$ cat src/rtl/ee_pkg.sv
// Shared types and constants for the EEPROM write-request sequencer.
package ee_pkg;

    localparam int unsigned ACK_TMO_W = 4;
    localparam int unsigned WD_W      = 13;

    localparam logic [ACK_TMO_W-1:0] ACK_TMO_DEF  = 4'd8;
    localparam logic [WD_W-1:0]      WD_LIMIT_DEF = 13'd4000;
    localparam logic [WD_W-1:0]      WD_MAX       = {WD_W{1'b1}};

    typedef enum logic [2:0] {
        ST_IDLE = 3'd0,
        ST_REQ  = 3'd1,
        ST_PROG = 3'd2,
        ST_DONE = 3'd3,
        ST_ERR  = 3'd4
    } state_e;

    // Watchdog increment that sticks at all-ones instead of wrapping
    function automatic logic [WD_W-1:0] wd_sat_inc(input logic [WD_W-1:0] v);
        return (v == WD_MAX) ? v : v + WD_W'(1);
    endfunction

endpackage

$ cat src/rtl/ee_wr_req_module_if.sv
// Command, program-timer handshake and status signals of the write-request sequencer.
interface ee_wr_req_module_if;
    import ee_pkg::*;

    logic                 wr_cmd_vld;
    logic                 wr_page;
    logic                 wel;
    logic                 ee_wbusy;
    logic                 ee_wdone;
    logic [ACK_TMO_W-1:0] ack_tmo;
    logic [WD_W-1:0]      wd_limit;

    logic                 ee_wbusy_s;
    logic                 wr_ack;
    logic                 wr_err;
    logic                 wel_clr;
    logic                 cmd_drop;
    logic                 rdy_n;
    logic                 page_mode;

    modport master (
        output wr_cmd_vld, wr_page, wel, ee_wbusy, ee_wdone, ack_tmo, wd_limit,
        input  ee_wbusy_s, wr_ack, wr_err, wel_clr, cmd_drop, rdy_n, page_mode
    );

    modport slave (
        input  wr_cmd_vld, wr_page, wel, ee_wbusy, ee_wdone, ack_tmo, wd_limit,
        output ee_wbusy_s, wr_ack, wr_err, wel_clr, cmd_drop, rdy_n, page_mode
    );

endinterface

$ cat src/rtl/ee_wr_req_module.sv
// Write-request sequencer: requests programming from the program timer, waits for
// its handshake and completion under timeout/watchdog, and reports ack or error.
module ee_wr_req_module
    import ee_pkg::*;
(
    input  logic              timer_clk,
    input  logic              sys_rst,
    ee_wr_req_module_if.slave bus
);

    state_e               state_q, state_d;
    logic [ACK_TMO_W-1:0] tmo_q, tmo_d;
    logic [WD_W-1:0]      wd_q, wd_d;
    logic                 page_q, page_d;

    logic busy_s_q, busy_s_d;
    logic ack_q, ack_d;
    logic err_q, err_d;
    logic wel_clr_q, wel_clr_d;
    logic drop_q, drop_d;
    logic rdy_n_q, rdy_n_d;

    always_ff @(posedge timer_clk) begin
        if (sys_rst) begin
            state_q   <= ST_IDLE;
            tmo_q     <= '0;
            page_q    <= 1'b0;
            busy_s_q  <= 1'b0;
            ack_q     <= 1'b0;
            err_q     <= 1'b0;
            wel_clr_q <= 1'b0;
            drop_q    <= 1'b0;
            rdy_n_q   <= 1'b0;
        end else begin
            state_q   <= state_d;
            tmo_q     <= tmo_d;
            page_q    <= page_d;
            busy_s_q  <= busy_s_d;
            ack_q     <= ack_d;
            err_q     <= err_d;
            wel_clr_q <= wel_clr_d;
            drop_q    <= drop_d;
            rdy_n_q   <= rdy_n_d;
        end
    end

    // Saturating PROG-state watchdog
    always_ff @(posedge timer_clk) begin
        if (sys_rst) begin
            wd_q <= '0;
        end else begin
            wd_q <= wd_d;
        end
    end

    always_comb begin
        state_d = state_q;
        tmo_d   = tmo_q;
        wd_d    = wd_q;
        page_d  = page_q;

        unique case (state_q)
            ST_IDLE: begin
                if (bus.wr_cmd_vld && bus.wel) begin
                    state_d = ST_REQ;
                    page_d  = bus.wr_page;
                    tmo_d   = '0;
                end
            end
            ST_REQ: begin
                if (bus.ee_wbusy) begin
                    state_d = ST_PROG;
                    tmo_d   = '0;
                    wd_d    = '0;
                end else if (tmo_q == bus.ack_tmo) begin
                    state_d = ST_ERR;
                end else begin
                    tmo_d = tmo_q + ACK_TMO_W'(1);
                end
            end
            ST_PROG: begin
                // Completion (pulse or busy dropping) beats a watchdog hit in the same cycle
                if (bus.ee_wdone || !bus.ee_wbusy) begin
                    state_d = ST_DONE;
                end else if (wd_q == bus.wd_limit) begin
                    state_d = ST_ERR;
                end else begin
                    wd_d = wd_sat_inc(wd_q);
                end
            end
            ST_DONE: state_d = ST_IDLE;
            ST_ERR:  state_d = ST_IDLE;
            default: state_d = ST_IDLE;
        endcase

        // Outputs are registered from the next state so they line up with it
        busy_s_d  = (state_d == ST_REQ) || (state_d == ST_PROG);
        ack_d     = (state_d == ST_DONE);
        err_d     = (state_d == ST_ERR);
        wel_clr_d = ack_d || err_d;
        drop_d    = bus.wr_cmd_vld && (state_q != ST_IDLE);
        rdy_n_d   = (state_d != ST_IDLE) || bus.ee_wbusy;
    end

    assign bus.ee_wbusy_s = busy_s_q;
    assign bus.wr_ack     = ack_q;
    assign bus.wr_err     = err_q;
    assign bus.wel_clr    = wel_clr_q;
    assign bus.cmd_drop   = drop_q;
    assign bus.rdy_n      = rdy_n_q;
    assign bus.page_mode  = page_q;

endmodule

$ cat src/flat_wrapper.sv
// flat-port wrapper written by rule: the top's interface ports become plain ports
module ee_wr_req_module_flat import ee_pkg::*;
  (timer_clk, sys_rst, bus_wr_cmd_vld, bus_wr_page, bus_wel, bus_ee_wbusy, bus_ee_wdone, bus_ack_tmo, bus_wd_limit, bus_ee_wbusy_s, bus_wr_ack, bus_wr_err, bus_wel_clr, bus_cmd_drop, bus_rdy_n, bus_page_mode);
  ee_wr_req_module_if bus_i ();
  input  logic timer_clk;
  input  logic sys_rst;
  input wire logic [$bits(bus_i.wr_cmd_vld)-1:0] bus_wr_cmd_vld;
  input wire logic [$bits(bus_i.wr_page)-1:0] bus_wr_page;
  input wire logic [$bits(bus_i.wel)-1:0] bus_wel;
  input wire logic [$bits(bus_i.ee_wbusy)-1:0] bus_ee_wbusy;
  input wire logic [$bits(bus_i.ee_wdone)-1:0] bus_ee_wdone;
  input wire logic [$bits(bus_i.ack_tmo)-1:0] bus_ack_tmo;
  input wire logic [$bits(bus_i.wd_limit)-1:0] bus_wd_limit;
  output wire logic [$bits(bus_i.ee_wbusy_s)-1:0] bus_ee_wbusy_s;
  output wire logic [$bits(bus_i.wr_ack)-1:0] bus_wr_ack;
  output wire logic [$bits(bus_i.wr_err)-1:0] bus_wr_err;
  output wire logic [$bits(bus_i.wel_clr)-1:0] bus_wel_clr;
  output wire logic [$bits(bus_i.cmd_drop)-1:0] bus_cmd_drop;
  output wire logic [$bits(bus_i.rdy_n)-1:0] bus_rdy_n;
  output wire logic [$bits(bus_i.page_mode)-1:0] bus_page_mode;
  assign bus_i.wr_cmd_vld = bus_wr_cmd_vld;
  assign bus_i.wr_page = bus_wr_page;
  assign bus_i.wel = bus_wel;
  assign bus_i.ee_wbusy = bus_ee_wbusy;
  assign bus_i.ee_wdone = bus_ee_wdone;
  assign bus_i.ack_tmo = bus_ack_tmo;
  assign bus_i.wd_limit = bus_wd_limit;
  assign bus_ee_wbusy_s = bus_i.ee_wbusy_s;
  assign bus_wr_ack = bus_i.wr_ack;
  assign bus_wr_err = bus_i.wr_err;
  assign bus_wel_clr = bus_i.wel_clr;
  assign bus_cmd_drop = bus_i.cmd_drop;
  assign bus_rdy_n = bus_i.rdy_n;
  assign bus_page_mode = bus_i.page_mode;
  ee_wr_req_module u_core (.timer_clk(timer_clk), .sys_rst(sys_rst), .bus(bus_i));
endmodule
$ cat config.mk
export PLATFORM = sky130hd
export DESIGN_NAME = ee_wr_req_module_flat
export DESIGN_NICKNAME = d
export VERILOG_FILES = /design/src/rtl/ee_pkg.sv /design/src/rtl/ee_wr_req_module_if.sv /design/src/rtl/ee_wr_req_module.sv /design/src/flat_wrapper.sv
export SDC_FILE = /design/constraint.sdc
export NUM_CORES = 1
export LEC_CHECK = 0
export CAP_MARGIN = 20
export CORE_AREA = 10 10 69 71
export CTS_CLUSTER_SIZE = 10
export DETAILED_ROUTE_END_ITERATION = 10
export DIE_AREA = 0 0 79 81
export DONT_BUFFER_PORTS = 1
export HOLD_SLACK_MARGIN = 0.12
export PLACE_DENSITY = 0.56
export SYNTH_ARGS = -nofsm -noshare
export SYNTH_HDL_FRONTEND = slang
export SYNTH_SLANG_ARGS = --single-unit
$ cat constraint.sdc
create_clock -name timer_clk -period 4 [get_ports timer_clk]
set_input_delay 0.6 -clock timer_clk [delete_from_list [all_inputs] [get_ports timer_clk]]
set_output_delay 0.6 -clock timer_clk [all_outputs]
set_load 0.1 [all_outputs]
* Yosys cells after proc, flatten, opt, wreduce, memory -nomap -nowiden *
Cells that the tools add are included.

word-level totals
  bits of input ports = 24
  word-level logic and storage cells = 57
  flip-flop bits (word level) = 27
  output and inout port bits = 7

cells by class
  add/subtract/negate cells = 2
  multiplexer cells = 15
  equal/unequal tests = 15
  reductions and logical operators = 15

operators with widths
  cell                                                                      number
  13-bit 2-to-1 mux                                                         4
  13-bit one-hot mux with 2 select lines                                    1
  3-bit 2-to-1 mux                                                          5
  13-bit by 1-bit adder with 13-bit output (second input constant)          1
  13-bit equality test                                                      1
  13-bit equality test (second input constant)                              1
  4-bit 2-to-1 mux                                                          3
  3-bit by 2-bit equality test with 1-bit output (second input constant)    3
  3-bit one-hot mux with 3 select lines                                     1
  2-bit inequality test (second input constant)                             4
  4-bit one-hot mux with 2 select lines                                     1
  3-bit by 1-bit equality test with 1-bit output (second input constant)    2
  3-bit nonzero test                                                        2
  5-bit AND reduction                                                       1
  4-bit by 1-bit adder with 4-bit output (second input constant)            1
  4-bit equality test                                                       1
  1-bit logical OR                                                          4
  2-bit nonzero test                                                        2
  3-bit equality test (second input constant)                               1
  3-bit zero test                                                           1
  3-bit inequality test (second input constant)                             1
  3-bit AND reduction                                                       1
  1-bit logical AND                                                         2
  2-bit by 1-bit inequality test with 1-bit output (second input constant)  1
  other kinds (2)                                                           2

* Longest topological paths before layout *
Gate-level depths: netlist of run 1.

  word-level depth = 6
  mapped depth = 8
  depth with buffers taken out = 6

* Worst setup path after synthesis of run 1 *
OpenSTA, ideal clock, no wires.

  path type = input to register
  start point = input port bus_wd_limit[5]
  end point = register u_core.err_q (netlist: u_core.bus.wr_err)
  setup time = 70 ps
  buffers on the path = 0
  arrival = 1821 ps
  data required time = 3930 ps
  setup slack = 2108 ps
  cell stages on the path = 5
  cell sequence = xor2_1 -> nor4_1 -> nand4_1 -> or3_1 -> a21oi_1

between the ends
  cells in the longest elaborated chain, start to end = 5

ends and longest elaborated chain
  what                                   RTL line                source
  from (decl)                            flat_wrapper.sv:13      input wire logic [$bits(bus_i.wd_limit)-1:0] bus_wd_limit;
  13-bit equality test                   ee_wr_req_module.sv:85  end else if (wd_q == bus.wd_limit) begin
  3-bit 2-to-1 mux                       ee_wr_req_module.sv:85
  3-bit 2-to-1 mux                       ee_wr_req_module.sv:83  if (bus.ee_wdone || !bus.ee_wbusy) begin
  3-bit one-hot mux with 3 select lines  ee_wr_req_module.sv:62  unique case (state_q)
  3-bit equality test                    ee_wr_req_module.sv:99  err_d = (state_d == ST_ERR);
  to (signal assigned)                   ee_wr_req_module.sv:40  err_q <= err_d;
  to (decl)                              ee_wr_req_module.sv:18  logic err_q, err_d;

Every way passes these cells.
A chain may end at the register's enable or synchronous reset.

* Final worst setup path of run 1 *
  start point = register u_core.wd_q[0]
  end point = register u_core.wd_q[0]

between the ends
  cells in the longest elaborated chain, start to end = 5
  elaborated cells on any way between the ends = 10
  those cells by class = add/sub: 1; eq/ne: 4; mux: 4; reduce/logical: 1

ends and longest elaborated chain
  what                                      RTL line                source
  from (decl)                               ee_wr_req_module.sv:13  logic [WD_W-1:0] wd_q, wd_d;
  from (signal assigned)                    ee_wr_req_module.sv:52  wd_q <= wd_d;
  13-bit by 1-bit adder with 13-bit output  ee_pkg.sv:21            return (v == WD_MAX) ? v : v + WD_W'(1);
  13-bit 2-to-1 mux                         ee_pkg.sv:21
  13-bit 2-to-1 mux                         ee_wr_req_module.sv:85
  13-bit 2-to-1 mux                         ee_wr_req_module.sv:83
  13-bit one-hot mux with 2 select lines    ee_wr_req_module.sv:62

Parallel ways exist; a longest one is shown, timed or not. The select of a mux whose other input is x is not followed.

==> qor.txt, run 1 <==
clock skew -> 0.003260 ns
Post-DP Area -> 1518 um2
hold_sp -> sys_rst
Post-Route Setup TNS -> 0 ns
Die ar. -> 6399 um2
# IOs -> 31
Core Rows -> 22
Yosys Warn Count -> 0
Reg-to-Reg End -> u_core.wd_q[0]$_SDFFE_PP0P_
Port Buffers -> 0
# resized after CTS -> 0
CTS H-tree lvls -> 1
WL final -> 3.308 mm
#FFs+latches synth -> 27
DRC Markers -> 0
Fin Hold WS -> 0.3254 ns
final hold vios -> 0
critical path launch point type -> flop
share of cells above drive strength 1 -> 7.558%
Period Utilization, post-route -> 54.90%
CP endpoint kind -> flop
Slew Limit Fails -> 0
sequential area share after synthesis -> 35.76%
diodes inserted -> 0
Reg-to-Reg Start -> u_core.wd_q[0]$_SDFFE_PP0P_
Least-Margin Pin Slew -> 0.9646 ns
worst path required time -> 4.22 ns
Finish-stage setup viols -> 0
cts bufs inserted -> 3
Core Area -> 3523 um2
Area growth, synth to finish -> 2.152%
number of distinct library cells after synthesis -> 42
grt ovf -> 0
Multi-input gate area -> 905.9 um2
HPWL after detailed placement -> 2.507 mm
R2R setup slack -> 1.80 ns
first-pass GRT wire length -> 5.671 mm
vias in the first global route -> 1214
maximum vdd drop -> 129.2 uV
syn nets -> 201
WP data arrival -> 2.41 ns
first-pass iteration count of the detailed router -> 4
pin count of the biggest net entering global routing -> 21
CTS clk-pin slew, worst paths -> 0.14 ns
via count -> 1259
Vias per Instance -> 5.723
max cap viols -> 0
crit path max fanout -> 20
GPL Wtd Cong -> 0.8334
Worst slew margin -> 35.60%
CTS tree -> done
fin area -> 1544 um2
GRT Total Usage -> 10.68%
post-synthesis cell count -> 175
Hold EP -> u_core.bus.rdy_n$_SDFF_PP0_
Initial DRC Count -> 47
Pleak -> 0.0005196 uW
# fillers -> 386
final core utilization -> 43.82%
class of the worst hold path -> in2reg
Die Wd -> 79 um
Reg2Reg Depth -> 6
Clock Latency Late Sink -> 0.32 ns
Setup Crit Path Kind -> reg2reg
Root Buffer -> clkbuf_4
Mapped Area -> 1511 um2
Hold Buf Count CTS -> 0
Final ANT Viol Nets -> 0
hold path cells -> 1
RSZ-0062 raised after global routing -> no
nets -> 199
starting density of the core -> 42.90%
Tmin final -> 2.196 ns
Reg area -> 540.5 um2
CTS Buffer Depth -> 2
pwr dens -> 299.7 nW/um2
die span in y -> 81 um
run status -> completed
FMAX -> 455.4 MHz
Post-CTS Setup Bufs -> 0
drt wl/cell -> 15.04 um
clk sink count -> 27
initial antenna violation count -> 0
syn_area_per_cell -> 8.637 um2
-- layout make-up --
| class | count | area share [%] |
|---|---|---|
| Clock buffer | 4 | 1.702 |
| Inverter | 3 | 0.7293 |
| Multi-Input combinational cell | 138 | 58.67 |
| Sequential cell | 27 | 35.01 |
| Tap cell | 48 | 3.890 |
-- how the worst max path moves through the flow --
stage               slack [ns]                      endpoint                        start  cells past startpoint
floorplan                 2.11  u_core.bus.wr_err$_SDFF_PP0_              bus_wd_limit[5]                      5
global placement          1.82  u_core.bus.wr_err$_SDFF_PP0_              bus_wd_limit[5]                      5
detailed placement        1.80  u_core.bus.wr_err$_SDFF_PP0_              bus_wd_limit[5]                      5
CTS                       1.82   u_core.wd_q[0]$_SDFFE_PP0P_  u_core.wd_q[0]$_SDFFE_PP0P_                      6
global route              1.54  u_core.wd_q[11]$_SDFFE_PP0P_  u_core.wd_q[0]$_SDFFE_PP0P_                      6
finish                    1.80   u_core.wd_q[0]$_SDFFE_PP0P_  u_core.wd_q[0]$_SDFFE_PP0P_                      6
-- synthesized netlist by cell type (all sizes together) --
cell type  instances  share of area, %
o41ai              1              0.58
or3b               1              0.74
a21o               1              0.58
nor2              11               2.7
a31o               3               1.7
o211ai             2              0.99
buf                5               3.1
or3                3               1.3
nand3b             1              0.50
nor3               4               1.7
nor3b              4               2.6
clkbuf             2              0.50
and3               3               1.3
and2b              1              0.50
and4               1              0.74
nand2             10               2.5
nand3             14               5.0
dfxtp             27                36
a31oi              4               1.7
nor2b              1              0.41
or4                8               4.0
xor2              15               8.7
nand4              5               2.1
ha                 2               1.7
and2               1              0.41
nor4               3               1.7
inv                3              0.74
mux2i              1              0.66
o31ai              8               4.0
xnor2              4               2.3
nand4b             1              0.58
a21oi             19               6.3
o21ai              5               1.7
or2                1              0.41
-- stage by stage --
stage,instances,total power (uW),worst slack (ns)
after CTS,220,470.3,1.820
after floorplan,175,347.1,2.108
after detailed placement,216,351.1,1.804
final,220,462.7,1.804
after global placement,216,350.9,1.822
after global routing,220,485.1,1.542
-- state kept, by name, summed over array words and instances, names as in the netlist --
signal and flops:
u_core.bus.wr_ack 1, u_core.bus.page_mode 1, u_core.state_q 3, u_core.wd_q 13
u_core.tmo_q 4, u_core.bus.ee_wbusy_s 1, u_core.bus.rdy_n 1, u_core.bus.wel_clr 1
u_core.bus.cmd_drop 1, u_core.bus.wr_err 1
-- layer usage --
| metal | track usage (%) | share of wire (%) |
|---|---|---|
| met1 | 12.85 | 44 |
| met2 | 17.54 | 48 |
| met3 | 3.753 | 7.3 |
| met4 | 3.226 | 0.060 |
| met5 | 0 | 0 |
-- report_power, final --
| group | leakage, uW | switching [uW] | internal (uW) | total, uW |
|---|---|---|---|---|
| registers | 0.000219 | 29.8 | 275 | 305 |
| logic | 0.000286 | 23.5 | 16.7 | 40.2 |
| clock network | 0.0000150 | 78.9 | 39.0 | 118 |
| total | 0.000520 | 132 | 330 | 463 |
-- logic make-up after synthesis --
| family | count (synthesis) | synth area share [%] |
|---|---|---|
| AND/OR/NAND/NOR | 73 | 29.14 |
| flip-flops | 27 | 35.76 |
| adder cells (fa/ha/maj) | 2 | 1.655 |
| XOR/XNOR | 19 | 11.01 |
| multiplexers | 1 | 0.6623 |
| AO/OA/AOI/OAI | 43 | 17.47 |
| buffers and inverters | 10 | 4.304 |
-- cell usage in the layout (no fill, tap or decap), types with 3 or more instances in the layout --
master,n
dfxtp_1,27
a21oi_1,19
xor2_1,15
nand3_1,13
nor2_1,11
nand2_1,10
o31ai_1,8
or4_1,8
nand4_1,5
o21ai_1,5
xnor2_1,4
a31oi_1,4
inv_1,3
nor3_1,3
a31o_1,3
clkbuf_4,3
-- worst max-delay path, stage by stage, from the launching register on --
cell	delay, ns
dfxtp_1	0.47
ha_1	0.26
nand3_2	0.13
nor4_2	0.36
a31o_1	0.59
or3_2	0.22
a21oi_1	0.06
(Power assumes the default switching activity.)
==> inputs of run 2 (changes only) <==
--- a/config.mk
+++ b/config.mk
@@ -12,7 +12,7 @@
 export DIE_AREA = 0 0 79 81
 export DONT_BUFFER_PORTS = 1
 export HOLD_SLACK_MARGIN = 0.12
-export PLACE_DENSITY = 0.56
+export PLACE_DENSITY = 0.58
 export SYNTH_ARGS = -nofsm -noshare
 export SYNTH_HDL_FRONTEND = slang
 export SYNTH_SLANG_ARGS = --single-unit
==> constraint.sdc (replaced) <==
create_clock -name timer_clk -period 1.8 [get_ports timer_clk]
set_input_delay 0.27 -clock timer_clk [delete_from_list [all_inputs] [get_ports timer_clk]]
set_output_delay 0.27 -clock timer_clk [all_outputs]
set_load 0.1 [all_outputs]
==> run 2 against run 1 <==
- the run now ends with setup timing left
- critical path type unchanged
- largest cell class unchanged
- critical path depth is 1 higher
- highest routed layer unchanged
- clock power rose by 140%
- combinational power increased to 5.2 times the previous value
==> qor.txt, run 2 (synthesized netlist as in run 1, its figures left out) <==
max FFs per register -> 13
RSZ-0062 raised after global routing -> yes
Least-Margin Pin Slew -> 0.5285 ns
clk sink count -> 27
total power -> 1111 uW
Area growth, synth to finish -> 29.80%
Top Registers -> u_core.wd_q x13, u_core.tmo_q x4, u_core.state_q x3
crit path max fanout -> 5
Clock Latency Late Sink -> 0.34 ns
CTS Buffer Depth -> 2
DRC Markers -> 0
NetSw -> 337.3 uW
Largest Register -> u_core.wd_q
Worst slew margin -> 64.60%
pin count of the biggest net entering global routing -> 21
part of the power in registers -> 55.8%
Tmin final -> 1.828 ns
Internal -> 773.4 uW
grt ovf -> 0
vias in the first global route -> 1460
hold path cells -> 3
worst path required time -> 2.07 ns
FMAX -> 546.9 MHz
Final ANT Viol Nets -> 0
GPL Wtd Cong -> 0.8098
Core Area -> 3523 um2
cts bufs inserted -> 3
Root Buffer -> clkbuf_4
commonest non-fill, non-tap cell in the layout -> buf_4
power share of the clock group -> 25.4%
CTS H-tree lvls -> 1
Finish-stage setup viols -> 2
initial antenna violation count -> 0
Initial DRC Count -> 87
Period Utilization, post-route -> 101.6%
CTS tree -> done
max cap viols -> 0
Die ar. -> 6399 um2
Die Wd -> 79 um
first-pass iteration count of the detailed router -> 5
via count -> 1434
Post-Route Setup TNS -> -0.04179 ns
Pleak -> 0.0007364 uW
switching share of power -> 30.37%
Vias per Instance -> 5.690
most frequent cells in the layout -> 25 x buf_4, 16 x dfxtp_1, 15 x a21oi_1
final hold vios -> 0
die span in y -> 81 um
WP data arrival -> 2.10 ns
# IOs -> 31
Final WS setup -> -0.02839 ns
maximum vdd drop -> 266.3 uV
Fin Hold WS -> 0.1459 ns
HPWL after detailed placement -> 2.904 mm
GRT Total Usage -> 12.23%
diodes inserted -> 0
starting density of the core -> 42.90%
Port Buffers -> 0
run status -> finished with violations
Core Rows -> 22
WL final -> 4.116 mm
first-pass GRT wire length -> 6.541 mm
# fillers -> 338
clock skew -> 0.005178 ns
Placed Cells -> 239
Reg2Reg Depth -> 7
share of cells above drive strength 1 -> 32.84%
CP endpoint kind -> flop
Slew Limit Fails -> 0
nets -> 231
pwr dens -> 566.2 nW/um2
Gate power share -> 18.8%
failing checks -> setup timing
drt wl/cell -> 16.33 um
Cell Count, Final, Fillers Out -> 252
Setup Crit Path Kind -> reg2reg
class of the worst hold path -> in2reg
critical path launch point type -> flop
CTS clk-pin slew, worst paths -> 0.16 ns
## run 2: cell types whose count changed in the layout (fill, tap and decap cells not counted), moves of 2 or more
cell,previous run,this run
xor2_2,0,2
dfxtp_4,0,3
a21oi_1,19,15
buf_4,0,25
dfxtp_2,0,8
xor2_1,15,13
a21oi_2,0,4
clkbuf_16,0,2
dfxtp_1,27,16
or4_4,0,3
dlygate4sd3_1,0,4
or4_1,8,5
## run 2: through the flow
| stage | area (um2) | setup slack [ns] | utilization, % |
|---|---|---|---|
| after floorplan | 1523 | 0.01876 | - |
| after global placement | 1714 | -0.008741 | 48.65 |
| after detailed placement | 1714 | -0.01434 | 48.65 |
| after CTS | 1808 | 0.002646 | 51.31 |
| after global routing | 1962 | -0.05224 | 55.68 |
| final | 1962 | -0.02839 | 55.68 |
## run 2: final cells by class
class	count	area [um2]	area share, %
Inverter	3	11.26	0.5740
Clock buffer	3	22.52	1.148
Multi-Input combinational cell	138	1001	51.02
Clock inverter	1	7.507	0.3827
Timing Repair Buffer	32	297.8	15.18
Sequential cell	27	561.8	28.64
Tap cell	48	60.06	3.061
## run 2: power groups by stage
stage / clock (uW) / combinational [uW] / sequential (uW)
floorplan: 0 / 84.4 / 687
CTS: 292 / 190 / 623
finish: 282 / 209 / 620
global route: 313 / 223 / 622
detailed placement: 0 / 177 / 634
global placement: 0 / 175 / 633
## run 2: worst paths after layout
check | to | slack (ns) | start
worst max-delay path | u_core.wd_q[7]$_SDFFE_PP0P_ | -0.03 | u_core.wd_q[1]$_SDFFE_PP0P_
worst min-delay path | u_core.tmo_q[2]$_SDFFE_PP0P_ | 0.15 | bus_ee_wbusy
worst max register to register | u_core.wd_q[7]$_SDFFE_PP0P_ | -0.03 | u_core.wd_q[1]$_SDFFE_PP0P_
worst min register to register | u_core.wd_q[9]$_SDFFE_PP0P_ | 0.53 | u_core.wd_q[9]$_SDFFE_PP0P_
## run 2: timing repair
item | CTS | global route
hold buffers | 4 | 0
pin swaps | 8 | 12
endpoints found under the hold margin | 14 | 0
endpoints found under the setup margin | 11 | 13
cloned | 0 | 2
setup buffers | 0 | 3
gates resized for setup | 7 | 23
## run 2: critical path: stages (launching register included)
cell and delay [ns]:
dfxtp_2 0.38, ha_4 0.17, nand3_4 0.07, nor4_4 0.05, a31o_4 0.28, clkbuf_16 0.15
or4_1 0.51, a21oi_1 0.14
## run 2: routing by layer
metal	share of wire, %	vias to the layer above	track usage, %
met2	52	39	23.00
li1	-	705	-
met5	0	-	0
met1	40	680	12.79
met4	2.3	0	3.943
met3	6.4	10	3.532
==> inputs of run 3 (changes only) <==
--- a/config.mk
+++ b/config.mk
@@ -5,11 +5,12 @@
 export SDC_FILE = /design/constraint.sdc
 export NUM_CORES = 1
 export LEC_CHECK = 0
+export ABC_AREA = 1
 export CAP_MARGIN = 20
-export CORE_AREA = 10 10 69 71
+export CORE_AREA = 10 10 74 76
 export CTS_CLUSTER_SIZE = 10
 export DETAILED_ROUTE_END_ITERATION = 10
-export DIE_AREA = 0 0 79 81
+export DIE_AREA = 0 0 84 86
 export DONT_BUFFER_PORTS = 1
 export HOLD_SLACK_MARGIN = 0.12
 export PLACE_DENSITY = 0.58
==> run 3 against run 2 <==
- the flow now finishes without violations
- register-to-register slack improved by 0.16 ns
- total power increased by 31%
- cell count increased by 38%
- sequential cell count unchanged
- highest routed layer unchanged
==> qor.txt, run 3 <==
simple-gate portion of the synthesized area -> 43.66%
CTS H-tree lvls -> 1
run status -> completed
drt wl/cell -> 12.54 um
adder-cell share of the synthesized area -> 1.402%
multiplexer area fraction after synthesis -> 0%
Port Buffers -> 0
CTS Buffer Depth -> 2
Post-CTS Setup Bufs -> 0
Post-synth EDFFs -> 0
Largest Register -> u_core.wd_q
nets -> 324
sequential area share after synthesis -> 30.27%
Async SR Flop Fraction -> 0%
vias in the first global route -> 1485
post-synthesis cell count -> 283
Setup Crit Path Kind -> reg2reg
# fillers -> 421
# IOs -> 31
GPL Wtd Cong -> 0.8136
WP data arrival -> 1.80 ns
biggest area consumer among synthesized cells -> dfxtp_1
Least-Margin Pin Slew -> 0.9948 ns
Pleak -> 0.0008139 uW
total power -> 1454 uW
Final ANT Viol Nets -> 0
Vias per Instance -> 4.945
Top Registers -> u_core.wd_q x13, u_core.tmo_q x4, u_core.state_q x3
first-pass iteration count of the detailed router -> 4
CP endpoint kind -> flop
pin count of the biggest net entering global routing -> 22
starting density of the core -> 44.96%
Post-synth top cells -> 91 x nand2_1, 40 x nor2_1, 32 x inv_1, 27 x dfxtp_1, 19 x nand4_1
Clock Latency Late Sink -> 0.27 ns
crit path max fanout -> 13
FMAX -> 598.5 MHz
syn_area_per_cell -> 6.309 um2
number of distinct library cells after synthesis -> 28
pwr dens -> 727.2 nW/um2
class of the worst hold path -> in2reg
max cap viols -> 0
Tmin final -> 1.671 ns
Cell Count, Final, Fillers Out -> 347
top-area cell type share of the netlist area -> 30.27%
Core Area -> 3971 um2
Synth area leaders -> dfxtp_1 30%, nand2_1 19%, nor2_1 8.4%, inv_1 6.7%, nand4_1 6.7%
clock skew -> 0.006547 ns
via count -> 1716
Core Rows -> 23
most frequent cell after synthesis -> nand2_1
DRC Markers -> 0
Die Wd -> 84 um
first-pass GRT wire length -> 7.065 mm
commonest non-fill, non-tap cell in the layout -> nand2_1
diodes inserted -> 0
WL final -> 4.350 mm
final hold vios -> 0
Die ar. -> 7224 um2
grt ovf -> 0
clk sink count -> 27
Finish-stage setup viols -> 0
maximum vdd drop -> 259.8 uV
Period Utilization, post-route -> 92.82%
CTS tree -> done
Slew Limit Fails -> 0
Initial DRC Count -> 193
worst path required time -> 1.92 ns
main combinational cell family by area after synthesis -> simple AND/OR/NAND/NOR gates
Mapped Area -> 1785 um2
max FFs per register -> 13
initial antenna violation count -> 0
Post-Synth XOR/XNOR Area -> 4.905%
Synth Area in Compound Gates -> 9.460%
share of cells above drive strength 1 -> 14.48%
Placed Cells -> 341
Worst slew margin -> 33.46%
Yosys Warn Count -> 0
most frequent cells in the layout -> 91 x nand2_1, 39 x nor2_1, 32 x inv_1
GRT Total Usage -> 11.53%
#FFs+latches synth -> 27
critical path launch point type -> flop
die span in y -> 86 um
HPWL after detailed placement -> 3.281 mm
CTS clk-pin slew, worst paths -> 0.10 ns
cts bufs inserted -> 3
syn nets -> 309
Area growth, synth to finish -> 11.98%
Root Buffer -> clkbuf_8
ys flop type -> dfxtp_1
[run 3: cell types whose count changed after synthesis, sizes merged, moves of 3 or more]
cell	change
a31o	-3
and3	-3
inv	+34
nand2	+82
nand4	+14
nor2	+31
nor3b	-3
o31ai	-8
or3	-3
or4	-8
xor2	-9
[run 3: cells by family (layout without fill, tap and decap cells)]
family,after synthesis,count (layout)
and+or+nand+nor,175,175
buffers and inverters,44,58
DFF,27,27
AOI/OAI and AO/OA,25,25
xor gates and xnor gates,10,10
adders and majority gates,2,2
[run 3: what timing repair did]
action	CTS	global route
endpoints found under the setup margin	0	12
hold endpoints to repair	22	0
hold buffers	2	0
gates resized for setup	0	4
[run 3: area by class of cell]
cell class              instances  area (um2)  share of cell area [%]
inverters                      37       138.9                   6.946
well taps                      50       62.56                   3.129
flip-flops and latches         27       541.8                   27.10
clock buffers                   3       41.29                   2.065
clock inverters                 1       7.507                  0.3755
repair buffers                 17       136.4                   6.821
multi-input cells             212        1071                   53.57
[run 3: worst paths after layout]
path,slack (ns),cells after the start,endpoint,startpoint
max,0.13,11,u_core.wd_q[5]$_SDFFE_PP0P_,u_core.wd_q[1]$_SDFFE_PP0P_
min,0.17,3,u_core.tmo_q[3]$_SDFFE_PP0P_,bus_ee_wbusy
max reg2reg,0.13,11,u_core.wd_q[5]$_SDFFE_PP0P_,u_core.wd_q[1]$_SDFFE_PP0P_
min reg2reg,0.50,2,u_core.tmo_q[3]$_SDFFE_PP0P_,u_core.tmo_q[3]$_SDFFE_PP0P_
[run 3: metal layers]
layer | up-vias | part of all wire, % | routed length (um) | GRT usage (%)
met2 | 37 | 43 | 1872 | 17.91
met5 | - | 0 | 0 | 0
met4 | 0 | 0.55 | 24 | 2.283
li1 | 928 | - | - | -
met1 | 749 | 50 | 2155 | 15.97
met3 | 2 | 6.8 | 297 | 2.365
[run 3: through the flow]
stage          utilization [%]  instance area (um2)  TNS (ns)  hold slack [ns]  worst slack (ns)
6_report                 50.35                 1999         0           0.1723            0.1293
3_3_place_gp             48.24                 1916         0           0.3380            0.1804
4_1_cts                  49.97                 1984         0           0.1725           0.08255
3_5_place_dp             48.24                 1916         0           0.3388            0.1539
5_1_grt                  50.35                 1999  -0.01763           0.1795         -0.008906
2_1_floorplan                -                 1785         0           0.3394            0.1174
[run 3: power breakdown]
part / internal, uW / switching (uW)
clock: 157 / 200
sequential: 631 / 21.1
combinational: 123 / 322
total: 911 / 543
[run 3: worst max-delay path, cell delays in order, from the launching register on]
cell and delay, ns:
dfxtp_2 0.37, ha_1 0.18, nand2_1 0.09, nor2_2 0.13, nand2_1 0.11, inv_2 0.07, nand2_1 0.05, nand2_1 0.05
nand2_1 0.11, buf_6 0.18, nand4_1 0.12, a21oi_2 0.06
